$ cat config.mk
export PLATFORM = sky130hd
export DESIGN_NAME = div_issue_ctrl
export DESIGN_NICKNAME = d
export VERILOG_FILES = /design/src/rtl/div_issue_ctrl.sv
export SDC_FILE = /design/constraint.sdc
export NUM_CORES = 1
export LEC_CHECK = 0
export BUFFER_PORTS_ARGS = -buffer_cell sky130_fd_sc_hd__buf_2
export CAP_MARGIN = 20
export CORE_ASPECT_RATIO = 1.1
export CORE_MARGIN = 4
export CORE_UTILIZATION = 35
export CTS_CLUSTER_SIZE = 16
export DETAILED_ROUTE_END_ITERATION = 10
export SETUP_SLACK_MARGIN = 0.02
export SLEW_MARGIN = 10
export SYNTH_ARGS = -nofsm -noshare
export SYNTH_HDL_FRONTEND = slang
export SYNTH_SLANG_ARGS = --single-unit
export TNS_END_PERCENT = 10
$ cat constraint.sdc
create_clock -name clk -period 2.9 [get_ports clk]
set_input_delay 0.58 -clock clk [delete_from_list [all_inputs] [get_ports clk]]
set_output_delay 0.58 -clock clk [all_outputs]
set_load 0.05 [all_outputs]
$ cat src/rtl/div_issue_ctrl.sv
// div_issue_ctrl: operand sequencer in front of an iterative unsigned divider.
// Buffers dividend/divisor pairs in a small FIFO and drives the divider through
// a clear / issue / wait sequence. Results are held on a valid/ready port.
// Divide-by-zero is answered locally. A watchdog aborts a divider that never
// answers.
module div_issue_ctrl #(
   parameter int unsigned WIDTH = 4,
   parameter int unsigned DEPTH = 4,
   parameter int unsigned TMO   = 4 * WIDTH + 8
) (
   input  logic             clk,
   input  logic             rst,
   // operand producer
   input  logic             in_valid,
   output logic             in_ready,
   input  logic [WIDTH-1:0] in_a,
   input  logic [WIDTH-1:0] in_b,
   // divider pins
   output logic [WIDTH-1:0] div_a,
   output logic [WIDTH-1:0] div_b,
   output logic             div_en,
   output logic             div_rst,
   input  logic             div_valid,
   input  logic [WIDTH-1:0] div_q,
   input  logic [WIDTH-1:0] div_r,
   // result consumer
   output logic             out_valid,
   input  logic             out_ready,
   output logic [WIDTH-1:0] out_q,
   output logic [WIDTH-1:0] out_r,
   output logic             out_dbz,
   output logic             out_err
);

   localparam int unsigned AW = (DEPTH > 1) ? $clog2(DEPTH) : 1;
   localparam int unsigned CW = $clog2(DEPTH + 1);
   localparam int unsigned TW = $clog2(TMO + 1);

   typedef enum logic [2:0] {
      StIdle,
      StClr,
      StIssue,
      StWait,
      StOut
   } state_e;

   state_e             state_q;

   // Operand register between FIFO head and divider. op_vld_q marks a popped
   // pair that IDLE has not yet dispatched.
   logic [WIDTH-1:0]   op_a_q;
   logic [WIDTH-1:0]   op_b_q;
   logic               op_vld_q;
   logic [TW-1:0]      wd_q;

   // ------------------------------------------------------------------------
   // Input FIFO
   // ------------------------------------------------------------------------
   logic [2*WIDTH-1:0] mem_q [DEPTH];
   logic [AW-1:0]      wr_ptr_q;
   logic [AW-1:0]      rd_ptr_q;
   logic [CW-1:0]      cnt_q;
   logic               push;
   logic               pop;
   logic               full;
   logic               empty;
   logic [2*WIDTH-1:0] head;

   assign full     = (cnt_q == CW'(DEPTH));
   assign empty    = (cnt_q == '0);
   assign in_ready = !full;
   assign push     = in_valid && in_ready;
   // Only pop while IDLE has no pair already waiting for dispatch.
   assign pop      = (state_q == StIdle) && !op_vld_q && !empty;
   assign head     = mem_q[rd_ptr_q];

   // FIFO storage, written on accepted pushes; contents need no reset.
   always_ff @(posedge clk) begin
      if (push) begin
         mem_q[wr_ptr_q] <= {in_a, in_b};
      end
   end

   // FIFO pointers and occupancy; DEPTH is a power of two so pointers wrap.
   always_ff @(posedge clk or negedge rst) begin
      if (!rst) begin
         wr_ptr_q <= '0;
         rd_ptr_q <= '0;
         cnt_q    <= '0;
      end else begin
         if (push) begin
            wr_ptr_q <= wr_ptr_q + AW'(1);
         end
         if (pop) begin
            rd_ptr_q <= rd_ptr_q + AW'(1);
         end
         unique case ({push, pop})
            2'b10:   cnt_q <= cnt_q + CW'(1);
            2'b01:   cnt_q <= cnt_q - CW'(1);
            default: cnt_q <= cnt_q;
         endcase
      end
   end

   // ------------------------------------------------------------------------
   // Sequencer FSM with registered divider and result outputs
   // ------------------------------------------------------------------------
   // div_en/div_rst default low each cycle so each is a one-cycle pulse.
   always_ff @(posedge clk or negedge rst) begin
      if (!rst) begin
         state_q   <= StIdle;
         op_a_q    <= '0;
         op_b_q    <= '0;
         op_vld_q  <= 1'b0;
         wd_q      <= '0;
         div_a     <= '0;
         div_b     <= '0;
         div_en    <= 1'b0;
         div_rst   <= 1'b0;
         out_valid <= 1'b0;
         out_q     <= '0;
         out_r     <= '0;
         out_dbz   <= 1'b0;
         out_err   <= 1'b0;
      end else begin
         div_en  <= 1'b0;
         div_rst <= 1'b0;
         unique case (state_q)
            StIdle: begin
               if (op_vld_q) begin
                  op_vld_q <= 1'b0;
                  if (op_b_q == '0) begin
                     // Divide-by-zero never reaches the divider.
                     state_q   <= StOut;
                     out_valid <= 1'b1;
                     out_q     <= '1;
                     out_r     <= op_a_q;
                     out_dbz   <= 1'b1;
                     out_err   <= 1'b0;
                  end else begin
                     state_q <= StClr;
                     div_rst <= 1'b1;
                     div_a   <= op_a_q;
                     div_b   <= op_b_q;
                  end
               end else if (pop) begin
                  op_a_q   <= head[2*WIDTH-1:WIDTH];
                  op_b_q   <= head[WIDTH-1:0];
                  op_vld_q <= 1'b1;
               end
            end
            StClr: begin
               state_q <= StIssue;
               div_en  <= 1'b1;
            end
            StIssue: begin
               state_q <= StWait;
               wd_q    <= '0;
            end
            StWait: begin
               if (div_valid) begin
                  state_q   <= StOut;
                  out_valid <= 1'b1;
                  out_q     <= div_q;
                  out_r     <= div_r;
                  out_dbz   <= 1'b0;
                  out_err   <= 1'b0;
                  div_a     <= '0;
                  div_b     <= '0;
                  wd_q      <= '0;
               end else if (wd_q == TW'(TMO - 1)) begin
                  // TMO cycles spent in WAIT without an answer: abort.
                  state_q   <= StOut;
                  out_valid <= 1'b1;
                  out_q     <= '0;
                  out_r     <= '0;
                  out_dbz   <= 1'b0;
                  out_err   <= 1'b1;
                  div_a     <= '0;
                  div_b     <= '0;
                  wd_q      <= '0;
               end else begin
                  wd_q <= wd_q + TW'(1);
               end
            end
            StOut: begin
               if (out_ready) begin
                  state_q   <= StIdle;
                  out_valid <= 1'b0;
               end
            end
            default: begin
               state_q <= StIdle;
            end
         endcase
      end
   end

endmodule

==> results of run 1 <==
## layout make-up
cell class / count / area share
Tap cell: 114 / 0.0371
Timing Repair Buffer: 44 / 0.0619
Clock inverter: 3 / 0.0111
Inverter: 16 / 0.0169
Sequential cell: 77 / 0.543
Clock buffer: 13 / 0.0443
Multi-Input combinational cell: 124 / 0.285
## registers in the layout, summed over array words and instances (netlist names), 2 cells and up
register,count
state_q,3
op_b_q,4
op_a_q,4
wd_q,5
out_q,4
div_b,4
out_r,4
cnt_q,3
div_a,4
wr_ptr_q,2
rd_ptr_q,2
mem_q,32
## critical path, stage by stage (launching register included)
cell	delay (ps)
dfrtp_1	480
or3_4	450
or3_4	380
clkinv_4	110
ha_1	180
inv_1	60
fa_1	370
xor2_1	150
nor2_1	120
xor2_1	150
## power breakdown
part	leakage (nW)	switching, mW	total [mW]	internal (mW)
registers	0.839	0.284	1.80	1.52
logic	0.688	1.05	1.76	0.713
clock network	0.105	0.370	0.843	0.473
total	1.63	1.70	4.41	2.71
## how the worst min path moves through the flow
| stage | startpoint | endpoint | slack, ps | depth (start not counted) |
|---|---|---|---|---|
| floorplan | rst | cnt_q[0]$_DFFE_PN0P_ | 280 | 0 |
| global route | rst | wd_q[2]$_DFFE_PN0P_ | 150 | 1 |
| global placement | out_valid$_DFFE_PN0P_ | out_valid$_DFFE_PN0P_ | 460 | 1 |
| CTS | rst | wd_q[2]$_DFFE_PN0P_ | 430 | 1 |
| detailed placement | out_valid$_DFFE_PN0P_ | out_valid$_DFFE_PN0P_ | 470 | 1 |
| finish | rst | wd_q[2]$_DFFE_PN0P_ | 150 | 1 |
## logic make-up (layout without fill, tap and decap cells)
family	after synthesis	count (layout)
xor+xnor	6	6
simple gates	50	50
flops	77	77
mux	32	32
fa+ha+maj	7	7
compound gates	29	29
buf+inv	25	76
## layout by cell type, fill, tap and decap left out, types with 7 or more instances in the layout
| master | netlist | layout |
|---|---|---|
| o21ai_0 | 11 | 10 |
| nand3_1 | 7 | 7 |
| nand2_1 | 10 | 10 |
| dfrtp_1 | 45 | 45 |
| edfxtp_1 | 32 | 32 |
| mux4_2 | 8 | 8 |
| buf_2 | 2 | 42 |
| clkbuf_8 | 0 | 10 |
| a21oi_1 | 7 | 7 |
| mux2_2 | 15 | 15 |
| inv_1 | 15 | 15 |
## metal layers
metal / wire length (µm) / global-route usage / vias up / part of all wire
met5: 0 / 0 / - / 0
li1: - / - / 899 / -
met4: 65 / 0.0318 / 0 / 0.011
met1: 2590 / 0.142 / 928 / 0.44
met2: 2930 / 0.188 / 50 / 0.50
met3: 330 / 0.0384 / 7 / 0.056
==> impl_metrics.csv, run 1 <==
group,metric,value,unit
worst_setup_path,r2r_start,"state_q[2]$_DFFE_PN0P_",
pwr,p_leak,1.63,nW
worst_setup_path,criticalPathCategory,"reg -> reg",
global_routing,grt_max_degree,46,
detailed_routing,drtIter0Drc,61,
sta,timing.fmax,394,MHz
clock_tree,clk_path_buf_depth,2,
sta,relSlewSlack,0.319,
cells_and_area,diodes,0,
die,rows,36,
cells_and_area,regArea,2090,µm²
clock_tree,post_cts_buffers,0,
synthesis,syn-cell-area,3310,µm²
synthesis,synth_top_area_share,0.340,
cells_and_area,area_growth_syn_to_layout,16.0,%
sta,skew,9.52,ps
synthesis,yosys-top-cells-area,"dfrtp_1, edfxtp_1, mux4_2",
worst_setup_path,end_kind,"flip-flop",
placement,place_ws,384,ps
detailed_routing,wire_per_inst,15.1,µm
detailed_routing,ant_nets,0,
global_routing,antenna_found_initial,0,
die,dieWidth,101,µm
die,ios,43,
hold_path,holdCritPathClass,"in -> async",
cells_and_area,drive_gt1_frac,0.336,
placement,io_buffers,42,
synthesis,yosysMostFrequentCell,"dfrtp_1",
worst_setup_path,arrival,2800,ps
synthesis,yosysSeqAreaShare,0.630,
worst_setup_path,worstPathRequired,3160,ps
synthesis,synthMuxAreaShare,0.139,
worst_setup_path,r2r_end,"cnt_q[2]$_DFFE_PN0P_",
detailed_routing,via_per_inst,4.82,
cells_and_area,fill_cells,831,
sta,setup_ws,362,ps
detailed_routing,dr.pass1.iters,4,
clock_tree,cts_tree,"yes",
synthesis,ys_async_sr_fraction,0.584,
synthesis,synth_top_family_by_area,"multiplexers",
run,drv_cap,0,
synthesis,synth_fp_nets,254,
synthesis,synth-seq-cells,77,
synthesis,synth_flop_cell,"dfrtp_1",
worst_setup_path,cp_max_fo,11,
worst_setup_path,rr_worst_depth,9,
clock_tree,path_clk_slew,80,ps
synthesis,synth.distinct_cells,39,
synthesis,synth_common_cells,"dfrtp_1, edfxtp_1, inv_1, mux2_2, o21ai_0",
die,core,9050,µm²
global_routing,grt_pass1_wl,9.52,mm
clock_tree,htree_levels,3,
clock_tree,cts_made_buffers,9,
global_routing,grt_usage,0.114,
cells_and_area,design_area,3840,µm²
die,start_util,0.366,
sta,maxSlewViolCount,0,
pwr,ir_drop,0.468,mV
worst_setup_path,reg2reg_slack,360,ps
sta,tns,0,ps
detailed_routing,vias,1884,
sta,rsz0062_at_grt,"no",
synthesis,synthAdderAreaFrac,0.0287,
synthesis,synth-edff-count,32,
placement,hpwlAfterDp,4.15,mm
synthesis,syn_area_per_cell,14.6,µm²
sta,timing.hold.ws,150,ps
detailed_routing,drt_wl_total,5.91,mm
pwr,power-per-cell-area,1150,nW/µm²
clock_tree,ctsHoldBuffers,0,
detailed_routing,drc,0,
synthesis,synthSimpleGateAreaFrac,0.0937,
global_routing,grt_pass1_vias,1867,
sta,finalSetupViolations,0,
synthesis,yosys.area.top_type,"dfrtp_1",
synthesis,synth-compound-area-share,0.0540,
clock_tree,clock_latency,340,ps
clock_tree,root_buffer,"clkbuf_8",
placement,routabilityCongestion,0.761,
sta,tightestPinTransition,1010,ps
worst_setup_path,worstSetupEndpoint,"cnt_q[2]$_DFFE_PN0P_",
die,fp.dieArea,11100,µm²
global_routing,grt_overflow_total,0,
sta,hold_viol_final,0,
clock_tree,cts.sinks,77,
cells_and_area,fin_nets,300,
cells_and_area,fin_util,0.424,
pwr,finalPower,4.41,mW
sta,fin_crit_sh,0.875,
cells_and_area,fin_cells,391,
worst_setup_path,critPathLaunchType,"flip-flop",
synthesis,synthXorXnorAreaFrac,0.0159,
worst_setup_path,crit_start,"state_q[2]$_DFFE_PN0P_",
placement,place_area,3610,µm²
sta,finalCriticalPeriod,2540,ps
placement,dp_cells,374,
cells_and_area,multiInputGateArea,1100,µm²
synthesis,syn_inst,226,
die,fp.dieH,110,µm
clock_tree,postCtsResizedCells,0,
run_status,outcome,"finished clean",
synthesis,yosysWarnings,0,
Note: power is estimated with default switching activity, not from simulation.
==> run 2, diff against run 1 <==
--- a/config.mk
+++ b/config.mk
@@ -6,13 +6,13 @@
 export NUM_CORES = 1
 export LEC_CHECK = 0
 export BUFFER_PORTS_ARGS = -buffer_cell sky130_fd_sc_hd__buf_2
-export CAP_MARGIN = 20
+export CAP_MARGIN = 25
 export CORE_ASPECT_RATIO = 1.1
 export CORE_MARGIN = 4
 export CORE_UTILIZATION = 35
 export CTS_CLUSTER_SIZE = 16
 export DETAILED_ROUTE_END_ITERATION = 10
-export SETUP_SLACK_MARGIN = 0.02
+export SETUP_SLACK_MARGIN = 0.4
 export SLEW_MARGIN = 10
 export SYNTH_ARGS = -nofsm -noshare
 export SYNTH_HDL_FRONTEND = slang
==> run 2 against run 1 <==
Die area did not move. Power rose by 2.9%. Final cell count rose by 2.6%. First-iteration DRC count rose by 18%. Sequential share of layout area fell by 1.2 points. Clock skew fell by 0.58 ps. Global-route usage rose by 0.067 points. Via count rose by 2.1%. Core utilization rose by 1.1 points. Worst hold slack got worse by 1.3 ps. Clock power barely moved. Combinational power rose by 9%.
==> impl_metrics.csv, run 2 (synthesis results as in run 1) <==
group,metric,value,unit
cells_and_area,drive_gt1_frac,0.376,
global_routing,grt_use_met3,0.0384,
detailed_routing,via_per_inst,4.80,
cells_and_area,fin_nets,310,
placement,place_area,3610,µm²
clock_tree,cts_tree,"yes",
sta,rsz0062_at_grt,"no",
global_routing,grt_max_degree,46,
worst_setup_path,cp_max_fo,5,
global_routing,grt.met1_usage,0.143,
sta,finalCriticalPeriod,2350,ps
cells_and_area,fin_cells,401,
sta,tns,0,ps
worst_setup_path,end_kind,"flip-flop",
sta,setup_ws,554,ps
detailed_routing,drt_wl_total,6.09,mm
global_routing,antenna_found_initial,0,
pwr,p_leak,1.68,nW
clock_tree,path_clk_slew,80,ps
global_routing,use_met2,0.189,
placement,io_buffers,42,
worst_setup_path,cp_num_cells,9,
sta,fin_crit_sh,0.809,
run,drv_cap,0,
clock_tree,root_buffer,"clkbuf_8",
worst_setup_path,arrival,2610,ps
worst_setup_path,max_stage_delay,430,ps
run_status,outcome,"finished clean",
sta,finalSetupViolations,0,
die,core,9050,µm²
placement,place_ws,384,ps
sta,timing.fmax,426,MHz
global_routing,grt_pass1_wl,9.57,mm
die,start_util,0.366,
global_routing,grt_pass1_vias,1868,
worst_setup_path,criticalPathCategory,"reg -> reg",
sta,maxSlewViolCount,0,
detailed_routing,ant_nets,0,
global_routing,grt_usage,0.114,
clock_tree,htree_levels,3,
detailed_routing,vias,1924,
detailed_routing,drtIter0Drc,72,
sta,relSlewSlack,0.585,
worst_setup_path,worstPathRequired,3160,ps
cells_and_area,area_growth_syn_to_layout,18.9,%
placement,hpwlAfterDp,4.15,mm
cells_and_area,top_register,"mem_q",
worst_setup_path,critPathLaunchType,"flip-flop",
die,dieWidth,101,µm
sta,hold_viol_final,0,
sta,tightestPinTransition,623,ps
worst_setup_path,critical_path_buf_inv_count,2,
sta,timing.hold.ws,148,ps
worst_setup_path,cp_top_family,"simple AND/OR/NAND/NOR gates",
placement,routabilityCongestion,0.761,
placement,dp_cells,374,
worst_setup_path,critical_path.cell_chain,"or3_4, or3_4, inv_8, ha_4, inv_1, fa_2, xor2_1, nor2_1, xor2_1",
hold_path,holdCritPathClass,"in -> async",
pwr,power-per-cell-area,1150,nW/µm²
cells_and_area,design_area,3940,µm²
die,fp.dieH,110,µm
cells_and_area,largestRegisters,"mem_q (32), wd_q (5)",
die,rows,36,
clock_tree,clk_path_buf_depth,2,
detailed_routing,drc,0,
cells_and_area,largest_register_ffs,32,
cells_and_area,diodes,0,
pwr,ir_drop,0.424,mV
global_routing,grt_overflow_total,0,
sta,skew,8.94,ps
die,ios,43,
worst_setup_path,rr_worst_depth,9,
clock_tree,cts.sinks,77,
cells_and_area,final_cell_mix,"dfrtp_1, buf_2, edfxtp_1",
clock_tree,cts_made_buffers,9,
worst_setup_path,slowest_stage,"dfrtp_2",
die,fp.dieArea,11100,µm²
detailed_routing,dr.pass1.iters,4,
detailed_routing,wire_per_inst,15.2,µm
global_routing,busiest_layer,"met2",
clock_tree,clock_latency,340,ps
## run 2: worst paths after layout
check	end	from	slack, ps
min reg2reg	out_valid$_DFFE_PN0P_	out_valid$_DFFE_PN0P_	480
max	cnt_q[2]$_DFFE_PN0P_	state_q[0]$_DFFE_PN0P_	550
min	wd_q[2]$_DFFE_PN0P_	rst	150
max in group asynchronous	state_q[2]$_DFFE_PN0P_	rst	2260
min in group clk	mem_q[2][7]$_DFFE_PP_	in_a[3]	460
max reg2reg	cnt_q[2]$_DFFE_PN0P_	state_q[0]$_DFFE_PN0P_	550
## run 2: layout make-up
type                            instances  area, µm²
Multi-Input combinational cell        124       1110
Fill cell                             832       5120
Clock inverter                          3       42.5
Sequential cell                        77       2090
Timing Repair Buffer                   54        313
Tap cell                              114        143
Clock buffer                           13        170
Inverter                               16       67.6
## run 2: stage by stage
step	power, mW	utilization
finish	4.54	0.435
global route	4.84	0.435
CTS	4.49	0.423
detailed placement	3.62	0.399
global placement	3.57	0.399
floorplan	3.23	-
## run 2: timing repair
item | 4_1_cts | 5_1_grt
setup endpoints to repair | 1 | 1
hold buffers | 0 | 0
pin swaps | 0 | 4
buffers inserted | 1 | 8
gates resized for setup | 1 | 6
## run 2: power by group
group	total (mW)	internal (mW)	switching, mW
Sequential	1.79	1.52	0.262
Combinational	1.91	0.807	1.10
Clock	0.845	0.473	0.372
## run 2: per-layer routing
layer | up-vias | part of all wire
met3 | 7 | 0.045
met2 | 40 | 0.50
met1 | 954 | 0.44
met5 | - | 0
met4 | 0 | 0.012
li1 | 923 | -
